**src/rtl/tdm_pkg.sv**
```systemverilog
// Shared types and constants for the TDM path scheduler and its round-robin arbiter.
// Pure declarations: no timing, no flow control.
package tdm_pkg;

  localparam int NUM_SRC = 4;
  localparam int SEL_W = 2;
  localparam logic [7:0] ROUTE_RESET = 8'hE4;

  typedef enum logic [1:0] {
    IDLE,
    SETUP,
    ACTIVE,
    GUARD
  } state_t;

  function automatic logic [NUM_SRC-1:0] onehot(input logic [SEL_W-1:0] idx);
    logic [NUM_SRC-1:0] v;
    v = '0;
    v[idx] = 1'b1;
    return v;
  endfunction

endpackage

```
**src/rtl/rr_arbiter4.sv**
```systemverilog
// Four-way round-robin pick starting just after the previous winner.
// Combinational, zero latency; no backpressure.
module rr_arbiter4
  import tdm_pkg::*;
(
  input  logic [NUM_SRC-1:0] req,
  input  logic [SEL_W-1:0]   last,
  output logic [SEL_W-1:0]   winner,
  output logic               found
);

  // Walk from farthest to nearest so the source right after 'last' wins.
  always_comb begin
    winner = last;
    found  = 1'b0;
    for (int i = NUM_SRC; i >= 1; i--) begin
      if (req[last + SEL_W'(i)]) begin
        winner = last + SEL_W'(i);
        found  = 1'b1;
      end
    end
  end

endmodule

```
**src/rtl/tdm_path_scheduler.sv**
```systemverilog
// Round-robin TDM scheduler for the 4:1 mux / 1:4 demux path; grant outputs one cycle after arbitration,
// path_en for SLOT_LEN cycles per grant, bracketed by setup/guard cycles; no backpressure beyond req level.
module tdm_path_scheduler
  import tdm_pkg::*;
#(
  parameter int unsigned SLOT_LEN  = 4,
  parameter bit          EARLY_REL = 1'b1,
  parameter int unsigned CNT_W     = 8
) (
  input  logic       clk,
  input  logic       rst_n,
  input  logic [3:0] req,
  input  logic       cfg_we,
  input  logic [7:0] cfg_route,
  output logic [1:0] mux_sel,
  output logic [1:0] demux_sel,
  output logic       path_en,
  output logic [3:0] gnt,
  output logic       slot_done,
  output logic       busy
);

  localparam logic [CNT_W-1:0] CNT_LAST = CNT_W'(SLOT_LEN - 1);

  state_t           state_q, state_d;
  logic [CNT_W-1:0] cnt_q, cnt_d;
  logic [7:0]       route_q, route_d;
  logic [1:0]       last_q, last_d;
  logic [1:0]       mux_sel_q, mux_sel_d;
  logic [1:0]       demux_sel_q, demux_sel_d;
  logic             path_en_q, path_en_d;
  logic [3:0]       gnt_q, gnt_d;
  logic             slot_done_q, slot_done_d;
  logic             busy_q, busy_d;
  logic [1:0]       arb_winner;
  logic             arb_found;

  rr_arbiter4 u_arb (
    .req    (req),
    .last   (last_q),
    .winner (arb_winner),
    .found  (arb_found)
  );

  // Outputs are decoded from the current state and registered, so they trail the state by one cycle.
  always_comb begin
    state_d     = state_q;
    cnt_d       = cnt_q;
    route_d     = route_q;
    last_d      = last_q;
    mux_sel_d   = mux_sel_q;
    demux_sel_d = demux_sel_q;
    path_en_d   = 1'b0;
    gnt_d       = '0;
    slot_done_d = 1'b0;
    case (state_q)
      IDLE: begin
        if (cfg_we) begin
          route_d = cfg_route;
        end else if (arb_found) begin
          last_d  = arb_winner;
          state_d = SETUP;
        end
      end
      SETUP: begin
        mux_sel_d   = last_q;
        demux_sel_d = route_q[{last_q, 1'b0} +: SEL_W];
        gnt_d       = onehot(last_q);
        cnt_d       = '0;
        state_d     = ACTIVE;
      end
      ACTIVE: begin
        path_en_d = 1'b1;
        gnt_d     = onehot(last_q);
        if (cnt_q == CNT_LAST || (EARLY_REL && !req[last_q])) begin
          state_d = GUARD;
        end else begin
          cnt_d = cnt_q + 1'b1;
        end
      end
      GUARD: begin
        slot_done_d = 1'b1;
        if (arb_found) begin
          last_d  = arb_winner;
          state_d = SETUP;
        end else begin
          state_d = IDLE;
        end
      end
      default: state_d = IDLE;
    endcase
    busy_d = (state_d != IDLE);
  end

  always_ff @(posedge clk or negedge rst_n) begin
    if (!rst_n) begin
      state_q     <= IDLE;
      cnt_q       <= '0;
      route_q     <= ROUTE_RESET;
      last_q      <= 2'd3;
      mux_sel_q   <= '0;
      demux_sel_q <= '0;
      path_en_q   <= 1'b0;
      gnt_q       <= '0;
      slot_done_q <= 1'b0;
      busy_q      <= 1'b0;
    end else begin
      state_q     <= state_d;
      cnt_q       <= cnt_d;
      route_q     <= route_d;
      last_q      <= last_d;
      mux_sel_q   <= mux_sel_d;
      demux_sel_q <= demux_sel_d;
      path_en_q   <= path_en_d;
      gnt_q       <= gnt_d;
      slot_done_q <= slot_done_d;
      busy_q      <= busy_d;
    end
  end

  assign mux_sel   = mux_sel_q;
  assign demux_sel = demux_sel_q;
  assign path_en   = path_en_q;
  assign gnt       = gnt_q;
  assign slot_done = slot_done_q;
  assign busy      = busy_q;

endmodule

```
**config.mk**
```make
export PLATFORM = sky130hd
export DESIGN_NAME = tdm_path_scheduler
export DESIGN_NICKNAME = d
export VERILOG_FILES = /design/src/rtl/tdm_pkg.sv /design/src/rtl/rr_arbiter4.sv /design/src/rtl/tdm_path_scheduler.sv
export SDC_FILE = /design/constraint.sdc
export NUM_CORES = 1
export LEC_CHECK = 0
export BUFFER_PORTS_ARGS = -buffer_cell sky130_fd_sc_hd__buf_4
export CAP_MARGIN = 40
export CORE_ASPECT_RATIO = 1.25
export CORE_UTILIZATION = 55
export CTS_BUF_LIST = sky130_fd_sc_hd__clkbuf_4
export DETAILED_ROUTE_END_ITERATION = 12
export PLACE_DENSITY = 0.77
export RECOVER_POWER = 100
export SLEW_MARGIN = 10
export SYNTH_ARGS = -nofsm -noshare
export SYNTH_HDL_FRONTEND = slang
export SYNTH_SLANG_ARGS = --single-unit
export TNS_END_PERCENT = 50
```
**constraint.sdc**
```tcl
create_clock -name clk -period 5.8 [get_ports clk]
set_input_delay 0.87 -clock clk [delete_from_list [all_inputs] [get_ports clk]]
set_output_delay 0.87 -clock clk [all_outputs]
set_load 0.005 [all_outputs]
```
After elaboration in Yosys (flattened, before gate mapping) --
Index checks and enable logic that the tools add are counted. Widths: inputs -> output; s select.
Storage, ports and cells: register bits after elaboration 31, input bits 15, output and inout bits 11, logic and storage cells 67
Operators by class: add/sub/neg operators 4, magnitude comparators 5, equality and inequality tests 6, shift-type cells 1, muxes and demuxes 30, reductions and logical operators 11
Operators by type and width (number):
- $mux 2 | 8
- $pmux 8 s2 | 1
- $lt 2x3->1 const B | 4
- $mux 1 | 12
- $add 8x1->8 const B | 1
- $bmux 1 s2 | 4
- $eq 8x2->1 const B | 1
- $mux 8 | 1
- $pmux 2 s4 | 1
- $shiftx 8x4->2 | 1
- $reduce_and 2->1 | 3
- $reduce_bool 2->1 | 3
- $add 2x2->2 const B | 2
- $eq 2x2->1 const B | 2
- $mux 4 | 1
- $ne 2x2->1 const B | 2
- $pmux 2 s2 | 1
- $add 2x1->2 const B | 1
- $demux 1 s2 | 1
- $eq 2x1->1 const B | 1
- $ge 2x1->1 const B | 1
- $logic_not 2->1 | 1
- $reduce_or 2->1 | 1
- $logic_and 1x1->1 | 1
- 2 further kinds | 2

Logic depth before layout (Yosys ltp) --
word-level depth 10, gate-level depth with buffers 7, gate-level depth less buffers 6

Cells and area by module --
From an unflattened synthesis, not the netlist that was laid out.
Unflattened totals: cells, all modules 117, area, all modules 1457.6 um^2
Modules (own cells, without submodules):
- tdm_path_scheduler | times used 1, cells an instance 103, area an instance 1375.1 um^2, sequential area each 783.3 um^2
- rr_arbiter4 | times used 1, cells an instance 14, area an instance 82.6 um^2, sequential area each 0.0 um^2

Worst setup path after synthesis --
OpenSTA, ideal clock, no wires.
path kind input -> register, start point input port req[3], end point register cnt_q[1], setup time 0.121 ns, arrival time 2.184 ns, data required time 5.679 ns, setup slack 3.495 ns, stages on the path 5, buffers on the path 1, cells stage by stage clkbuf_1 mux4_2 o41a_4 mux2_4 a22o_1
Between the ends: cells in the longest elaborated chain, start to end 6
Ends and longest elaborated chain:
- from (decl) | line tdm_path_scheduler.sv:12 | input logic [3:0] req,
- $bmux 1 s2 | line tdm_path_scheduler.sv:75 | if (cnt_q == CNT_LAST || (EARLY_REL && !req[last_q])) begin
- $mux 1 (implied by the code) | line tdm_path_scheduler.sv:75
- $logic_not 1->1 | line tdm_path_scheduler.sv:75
- $logic_or 1x1->1 | line tdm_path_scheduler.sv:75
- $ne 2x2->1 (no source line)
- $reduce_and 2->1 (no source line)
- to (signal assigned) | line tdm_path_scheduler.sv:109 | cnt_q <= cnt_d;
- to (decl) | line tdm_path_scheduler.sv:26 | logic [CNT_W-1:0] cnt_q, cnt_d;
Every way passes these cells. The select of a mux whose other input is x is not followed. A chain may end at the register's enable or synchronous reset.

Worst setup path in the final report --
start point register last_q[0], end point register cnt_q[1]
Between the ends: cells in the longest elaborated chain, start to end 6
Ends and longest elaborated chain:
- from (decl) | line tdm_path_scheduler.sv:28 | logic [1:0] last_q, last_d;
- from (signal assigned) | line tdm_path_scheduler.sv:111 | last_q <= last_d;
- $bmux 1 s2 | line tdm_path_scheduler.sv:75
- $mux 1 (implied by the code) | line tdm_path_scheduler.sv:75
- $logic_not 1->1 | line tdm_path_scheduler.sv:75
- $logic_or 1x1->1 | line tdm_path_scheduler.sv:75
- $ne 2x2->1 (no source line)
- $reduce_and 2->1 (no source line)
Every way passes these cells. The select of a mux whose other input is x is not followed.

==> results.cfg <==
[pwr]
ir_drop_mv = 0.398
power_per_cell_area_nw_per_um2 = 486
leakage_nw = 0.933

[route]
drt-initial-drc-count = 23
dr.pass1.iters = 4
wire_per_inst_um = 14.9
totalWireLength_um = 3080
drc = 0
final_antenna_net_count = 0
vias = 1193
via_per_inst = 5.79

[timing]
slew_headroom_pct = -7.45
clock_skew_ns = 0.00517
fin_ws_ns = 3.50
final.period_utilization_pct = 39.6
tightest_slew_ns = 1.61
drv_slew = 32
finalSetupTns_ns = 0
setup_viol = 0
rsz0062_at_grt = false
finalHoldViolCount = 0
max_freq_mhz = 435
period_needed_ns = 2.30

[min_path]
hold_path_depth = 1
min-delay-start = route_q[1]
hold_class = flip-flop to flip-flop
whs_endpoint = route_q[1]

[layout]
fin_area_um2 = 1960
final_nets = 193
num_antenna_cells = 0
most-common-layout-cells = dfrtp_1 (25), clkbuf_4 (15), mux2_2 (14)
final_layout_size_suffix_gt1_share_pct = 32.4
area_growth_pct = 13.7
layout_commonest_cell = dfrtp_1
final_cells = 206
fin_util_pct = 66.5

[floorplan]
core_um2 = 2950
rows = 22
die_h_um = 64.6
num_io_pins = 26
die_area_um2 = 3360
start_util_pct = 58.5
dieWidth_um = 52.0

[cts]
cts_resized = 0
cts-root-buf = clkbuf_4
tritoncts = yes
insertion_delay_ns = 0.32
cts_sinks = 31
cts_setup_buffers = 0
h-tree-depth = 2
clk_pin_slew_worst_paths_ns = 0.09
numCtsBuffers = 5
clockBufferDepth = 2
postCtsHoldBufs = 0

[critical_path]
worst-path-stages = 4
r2r-end = cnt_q[1]
slowest_delay_ns = 0.85
worstSetupPathType = flip-flop to flip-flop
path_buf_inv = 0
start_kind = flip-flop
rr_worst_depth = 4
arrival_ns = 2.51
r2r_start = last_q[0]
critPathSlowestCell = dfstp_1
cp_top_family = multiplexers
required_ns = 6.01
rrSetupSlack_ns = 3.50
critPathCaptureType = flip-flop
crit_fanout = 12
crit_chain = mux4_2 > o41a_2 > mux2_1 > a22o_1

[place]
portBuffers = 25
gp_congestion = 0.865
dpl.hpwl_um = 2320
placed_cell_area_um2 = 1910
dp_slack_ns = 3.45
dpl.cell_count = 198

[global_route]
grt_pass1_wl_um = 5430
track_usage_pct = 22.3
overflow = 0
grt_max_degree = 32
grt_antenna_before_repair = 0
grt_pass1_vias = 1181

[synthesis]
ys_warn_count = 0
syn_avg_cell_area_um2 = 11.7
ys_seq_area_share_pct = 45.5
synth.distinct_cells = 42
synth-edff-count = 0
ys_ff_latch = 31
syn_nets = 171
syn-cell-area_um2 = 1720
synthArstFlopShare_pct = 100
synthCells = 147
ys_dominant_reg_cell = dfrtp_1

[flow_run]
max_cap_viol_count = 1

[status]
violations = capacitance limit, slew limit
status = finished, violations left
[cell usage after synthesis, types with 4 or more instances]
master | instances | area share [%]
mux2i_1 | 4 | 2.3
ha_1 | 9 | 6.5
a21o_1 | 6 | 2.6
dfstp_2 | 6 | 9.2
nand2_1 | 5 | 1.1
xnor2_1 | 5 | 2.5
nor3b_1 | 6 | 2.6
dfrtp_1 | 25 | 36
clkbuf_1 | 7 | 1.5
inv_1 | 8 | 1.7
mux2_2 | 14 | 9.2
and2_1 | 4 | 1.5
[how the worst max path moves through the flow]
stage               from        to  slack, ns
5_1_grt        last_q[0]  cnt_q[1]       3.38
6_report       last_q[0]  cnt_q[1]       3.50
4_1_cts        last_q[0]  cnt_q[1]       3.69
2_1_floorplan     req[3]  cnt_q[1]       3.49
3_3_place_gp      req[3]  cnt_q[1]       3.49
3_5_place_dp      req[3]  cnt_q[1]       3.45
[registers in the layout, summed over array words and instances (netlist names)]
| register | cells |
|---|---|
| mux_sel | 2 |
| demux_sel | 2 |
| busy | 1 |
| slot_done | 1 |
| gnt | 4 |
| last_q | 2 |
| cnt_q | 8 |
| route_q | 8 |
| state_q | 2 |
| path_en | 1 |
[logic make-up after synthesis]
family / after synthesis / synth area share, %
fa+ha+maj: 9 / 6.54
buf+inv: 18 / 4.22
compound gates: 24 / 11.2
mux: 22 / 16.3
xor+xnor: 6 / 3.05
flops: 31 / 45.5
simple gates: 37 / 13.2
[stage by stage]
stage	total power [mW]	hold WS [ns]
2_1_floorplan	0.696	0.474
3_3_place_gp	0.801	0.485
3_5_place_dp	0.827	0.494
4_1_cts	0.987	0.465
5_1_grt	1.03	0.535
6_report	0.952	0.511
[per-layer routing]
metal	part of all wire, %	up-vias	track usage, %	routed length [um]
met3	3.5	4	5.63	107
met2	53	26	37.0	1630
li1	-	573	-	-
met1	42	590	27.8	1310
met4	1.2	0	7.09	36
met5	0	-	0	0
[where the power goes]
group,switching [mW],internal [mW]
sequential,0.0696,0.312
clock,0.0706,0.0886
combinational,0.184,0.227
[final cells by class]
class,count,area (um2)
Multi-Input combinational cell,98,847
Clock inverter,3,38.8
Tap cell,36,45.0
Inverter,8,30.0
Timing Repair Buffer,25,176
Clock buffer,5,37.5
Fill cell,237,987
Sequential cell,31,783
Power figures use the tool's default switching activity.
